<file path="src/rtl/display_pkg.sv">
// Shared constants for the MM:SS time display: segment encodings, digit slot
// numbering and the largest legal counter value.
package display_pkg;

    // {g,f,e,d,c,b,a}, active-low, common-anode
    localparam logic [6:0] SEG_LUT [10] = '{
        7'b1000000,  // 0
        7'b1111001,  // 1
        7'b0100100,  // 2
        7'b0110000,  // 3
        7'b0011001,  // 4
        7'b0010010,  // 5
        7'b0000010,  // 6
        7'b1111000,  // 7
        7'b0000000,  // 8
        7'b0010000   // 9
    };

    localparam logic [6:0] SEG_OFF = 7'h7F;

    localparam logic [1:0] DIG_SEC_ONES = 2'd0;
    localparam logic [1:0] DIG_SEC_TENS = 2'd1;
    localparam logic [1:0] DIG_MIN_ONES = 2'd2;
    localparam logic [1:0] DIG_MIN_TENS = 2'd3;

    localparam logic [5:0] MAX_VAL = 6'd59;

    typedef struct packed {
        logic [5:0] min;
        logic [5:0] sec;
    } time_t;

endpackage

</file>
<file path="src/rtl/scan_tick_gen.sv">
// Digit-slot divider: counts 0..DIV-1 and flags the last count of each slot.
module scan_tick_gen #(
    parameter int DIV = 2
) (
    input  logic clk,
    input  logic reset,
    output logic tick
);

    localparam int CW = (DIV > 2) ? $clog2(DIV) : 1;
    localparam logic [CW-1:0] DIV_LAST = CW'(DIV - 1);

    if (DIV < 2) begin : g_div_chk
        $error("scan_tick_gen: DIV must be at least 2");
    end

    logic [CW-1:0] div;

    always_ff @(posedge clk) begin
        if (reset) begin
            div <= '0;
        end else if (div == DIV_LAST) begin
            div <= '0;
        end else begin
            div <= div + 1'b1;
        end
    end

    assign tick = (div == DIV_LAST);

endmodule

</file>
<file path="src/rtl/time_display_mux.sv">
// Multiplexed 4-digit MM:SS driver: re-samples the counters, keeps only clean
// in-range values, and freezes one snapshot per refresh frame.
module time_display_mux
    import display_pkg::*;
#(
    parameter int CLK_HZ   = 50_000_000,
    parameter int FRAME_HZ = 1000
) (
    input  logic       clk,
    input  logic       reset,
    input  logic [5:0] sec_ctr,
    input  logic [5:0] min_ctr,
    input  logic       blank,
    output logic [6:0] seg_n,
    output logic       dp_n,
    output logic [3:0] an_n,
    output logic       frame_tick
);

    localparam int DIV = CLK_HZ / (4 * FRAME_HZ);

    if (DIV < 2) begin : g_div_chk
        $error("time_display_mux: CLK_HZ/(4*FRAME_HZ) must be at least 2");
    end

    function automatic logic in_range(input time_t t);
        return (t.min <= MAX_VAL) && (t.sec <= MAX_VAL);
    endfunction

    function automatic logic [6:0] seg_encode(input logic [3:0] d);
        return (d <= 4'd9) ? SEG_LUT[d] : SEG_OFF;
    endfunction

    logic       slot_tick;
    logic       frame_edge;
    logic [1:0] idx;
    time_t      sync_p0;
    time_t      sync_p1;
    time_t      stable;
    time_t      snap;
    logic [3:0] digit;

    scan_tick_gen #(
        .DIV(DIV)
    ) u_scan_tick_gen (
        .clk  (clk),
        .reset(reset),
        .tick (slot_tick)
    );

    assign frame_edge = slot_tick && (idx == DIG_MIN_TENS);

    always_ff @(posedge clk) begin
        if (reset) begin
            idx <= '0;
        end else if (slot_tick) begin
            idx <= idx + 2'd1;
        end
    end

    // Stage p0/p1: two samples of the slow-domain counters; only an agreeing,
    // in-range pair is trusted, so torn transitions never reach the display.
    always_ff @(posedge clk) begin
        if (reset) begin
            sync_p0 <= '0;
            sync_p1 <= '0;
            stable  <= '0;
        end else begin
            sync_p0 <= '{min: min_ctr, sec: sec_ctr};
            sync_p1 <= sync_p0;
            if ((sync_p0 == sync_p1) && in_range(sync_p0)) begin
                stable <= sync_p0;
            end
        end
    end

    // Frame boundary: one snapshot per frame keeps all four digits coherent.
    always_ff @(posedge clk) begin
        if (reset) begin
            snap       <= '0;
            frame_tick <= 1'b0;
        end else begin
            frame_tick <= frame_edge;
            if (frame_edge) begin
                snap <= stable;
            end
        end
    end

    always_comb begin
        digit = '0;
        case (idx)
            DIG_SEC_ONES: digit = 4'(snap.sec % 6'd10);
            DIG_SEC_TENS: digit = 4'(snap.sec / 6'd10);
            DIG_MIN_ONES: digit = 4'(snap.min % 6'd10);
            DIG_MIN_TENS: digit = 4'(snap.min / 6'd10);
            default:      digit = '0;
        endcase
    end

    // Output stage: one clock behind idx; colon lights on even seconds.
    always_ff @(posedge clk) begin
        if (reset || blank) begin
            an_n  <= 4'b1111;
            seg_n <= SEG_OFF;
            dp_n  <= 1'b1;
        end else begin
            an_n  <= ~(4'b0001 << idx);
            seg_n <= seg_encode(digit);
            dp_n  <= !((idx == DIG_MIN_ONES) && !snap.sec[0]);
        end
    end

endmodule

</file>
<file path="config.mk">
export PLATFORM = sky130hd
export DESIGN_NAME = time_display_mux
export DESIGN_NICKNAME = d
export VERILOG_FILES = /design/src/rtl/display_pkg.sv /design/src/rtl/scan_tick_gen.sv /design/src/rtl/time_display_mux.sv
export SDC_FILE = /design/constraint.sdc
export NUM_CORES = 1
export LEC_CHECK = 0
export CAP_MARGIN = 10
export CORE_ASPECT_RATIO = 1.5
export CORE_MARGIN = 5
export CORE_UTILIZATION = 52
export CTS_CLUSTER_SIZE = 14
export DETAILED_ROUTE_END_ITERATION = 12
export GPL_ROUTABILITY_DRIVEN = 0
export PLACE_DENSITY = 0.86
export SLEW_MARGIN = 20
export SYNTH_ARGS = -nofsm -noshare
export SYNTH_HDL_FRONTEND = slang
export SYNTH_HIERARCHICAL = 1
export SYNTH_SLANG_ARGS = --single-unit
</file>
<file path="constraint.sdc">
create_clock -name clk -period 3.2 [get_ports clk]
set_clock_uncertainty 0.05 [all_clocks]
set_input_delay 0.32 -clock clk [delete_from_list [all_inputs] [get_ports clk]]
set_output_delay 0.32 -clock clk [all_outputs]
set_load 0.01 [all_outputs]
</file>
==> impl_metrics.tcl <==
set metrics [dict create \
    reg2reg_depth 12 \
    yosysUniqueCellTypes 59 \
    cts_buffer_depth 2 \
    track_usage_pct 16.89 \
    crit_family "compound AO/OA/AOI/OAI gates" \
    p_total_w 0.001798 \
    crit_fanout 7 \
    critical_path_arrival_ps 3240 \
    gr-total-overflow 0 \
    synth_most_common_cell "dfxtp_1" \
    worst_slew_pin_slew_ps 866.6 \
    dp_cells 474 \
    dpl_cell_area_um2 3851 \
    clock_tree.root_cell "clkbuf_8" \
    rows 36 \
    wirelength_mm 6.699 \
    path_cells "ha_4, mux2_4, inv_1, ha_1, a21boi_1, nor3_1, nor3_1, o31ai_2, inv_1, ha_2, o41a_4, o221ai_1" \
    worst-path-buf-inv 2 \
    slew_violations 0 \
    grt_pass1_vias 2745 \
    synth_top_area_share_pct 44.61 \
    nNetsFinal 435 \
    mappedNetlistNets 398 \
    numCtsBuffers 9 \
    synth_area_leader_cell "dfxtp_1" \
    wl_per_cell_um 13.70 \
    die_w_um 76.56 \
    met2_usage_pct 31.07 \
    period_share_pct 94.37 \
    cpPeakStageDelay_ps 530 \
    path_depth 12 \
    grt_use_met1_pct 15.79 \
    synth-seq-cells 77 \
    io_pins 28 \
    io_buffer_count 27 \
    cp-end-kind "register" \
    relSlewSlack_pct 42.23 \
    fin_crit_ps 3020 \
    vdd_drop_max_uv 356.8 \
    setup_viol 0 \
    syn_area_um2 3456 \
    drive_above_1_share_pct 16.22 \
    cap_violations 0 \
    fmax_ghz 0.3311 \
    pre_cts_slack_ps -75.32 \
    die_h_um 109.8 \
    fillers 541 \
    drt_pass1_iterations 4 \
    antenna_found_initial 0 \
    synth_commonest_cells "77 x dfxtp_1, 39 x nand2_1, 36 x nor2_1, 24 x nor2b_1, 19 x a21oi_1" \
    grt_util_met3_pct 4.590 \
    synth_edf_count 0 \
    coreArea_um2 6486 \
    dieArea_um2 8410 \
    vias 2716 \
    status "completed" \
    yosys_most_used_dff "dfxtp_1" \
    hold_depth 2 \
    crit_path_top_delay_cell "o41a_4" \
    worstPathRequired_ps 3420 \
    yosysWarnings 6 \
    fin_ws_ps 180.2 \
    final_cells 489 \
    fin_area_um2 4113 \
    hold_viol 0 \
    via_per_inst 5.554 \
    start_kind "register" \
    yosys-top-cells-area "dfxtp_1 45%, mux2i_1 4.9%, nor2b_1 4.3%" \
    n_antenna_cell 0 \
    synthArstFlopShare_pct 0 \
    initialDrtViolationCount 185 \
    top_usage_layer "met2" \
    drc 0 \
    hold_class "register to register" \
    syn_inst 372 \
    cts.sinks 77 \
    grt_pass1_wl_mm 11.41 \
    hold_ws_ps 407.5 \
    initial_utilization_pct 53.28 \
    cts_max_level 3 \
    power_density_nw_per_um2 437.2 \
    setup.worst_path.class "register to register" \
    area.growth.synth_to_final_pct 19.01 \
    rsz0062_at_grt "false" \
    leakage_nw 1.589 \
    grt_max_degree 54 \
    yosysSeqAreaShare_pct 44.61 \
    cts_tree "done" \
    post_synth.cell_area_avg_um2 9.290 \
    dp_hpwl_mm 4.899 \
    clk_latency_ps 350 \
    ant_nets 0 \
    clk_pin_slew_ps 80 \
]
## routing by layer
metal | wire length (µm) | part of all wire [%] | vias up
met3 | 284 | 4.2 | 28
met1 | 2540 | 38 | 1261
met4 | 317 | 4.7 | 0
met5 | 0 | 0 | -
met2 | 3556 | 53 | 81
li1 | - | - | 1346
## cells by family (layout without fill, tap and decap cells)
kind of cell / count (synthesis) / count (layout) / synth area share [%]
muxes: 26 / 26 / 8.254
xor gates and xnor gates: 23 / 23 / 5.829
adders and majority gates: 11 / 11 / 3.983
AOI/OAI and AO/OA: 56 / 56 / 11.55
buffers and inverters: 29 / 70 / 3.983
DFF: 77 / 77 / 44.61
and+or+nand+nor: 150 / 150 / 21.80
## worst min-delay path: stages (launching register included)
cell and delay (ps):
dfxtp_1 310, nand2_1 50, a21oi_1 50
## placed cells by master (no fill, tap or decap), types with 3 or more instances in the layout
cell             netlist  layout
nor4_1                 5       4
buf_4                  1      14
xnor2_1               12      12
inv_1                 13      12
nand2_1               39      39
a21oi_1               19      19
o21ai_0                7       6
clkbuf_8               0      11
nor3_1                11       9
ha_1                  11       6
nor2_2                 4       4
nor2b_1               24      24
mux2_2                 5       4
nand4_1                4       4
nor3_2                 1       3
o211ai_1               3       3
mux2i_1               17      16
clkbuf_1              10       3
nand3_1               12      12
clkdlybuf4s50_1        0      26
mux2_4                 3       4
dfxtp_1               77      75
nor2_1                36      36
xor2_1                11      11
ha_4                   0       3
o21ai_1                2       3
## cell type report
class,instances,area [µm²],area share (%)
Clock buffer,14,162.7,3.955
Clock inverter,1,30.03,0.7301
Inverter,14,52.55,1.278
Multi-Input combinational cell,266,1853,45.06
Sequential cell,77,1549,37.66
Tap cell,76,95.09,2.312
Timing Repair Buffer,41,370.4,9.005
## worst paths after layout
path,startpoint,end,slack (ps)
max,idx[0],seg_n[0],180
max reg2reg,idx[0],seg_n[0],180
min,stable[8],snap[8],410
min reg2reg,stable[8],snap[8],410
## sequential cells by signal, indices dropped and copies added, names as in the netlist
register / count
frame_tick: 1
u_scan_tick_gen/div: 14
snap: 12
sync_p1: 12
idx: 2
seg_n: 7
an_n: 4
dp_n: 1
sync_p0: 12
stable: 12
## repair_timing
action	in CTS	in global routing
hold buffers	0	0
endpoints found under the hold margin	0	0
resized for setup	3	14
endpoints found under the setup margin	7	7
buffers inserted	0	0
pin swaps	1	4
## per-stage QoR
step | util (%) | setup TNS [ps]
after global routing | 63.41 | 0
after floorplan | - | 0
after global placement | 59.38 | 0
after CTS | 62.64 | 0
after detailed placement | 59.38 | -394.6
final | 63.41 | 0
## report_power, final
part	leakage, nW	switching (W)	internal [W]	total [W]
Combinational	0.862	0.0000362	0.0000455	0.0000817
Clock	0.0968	0.000322	0.000400	0.000722
Sequential	0.630	0.0000154	0.000979	0.000995
Power figures use the tool's default switching activity.
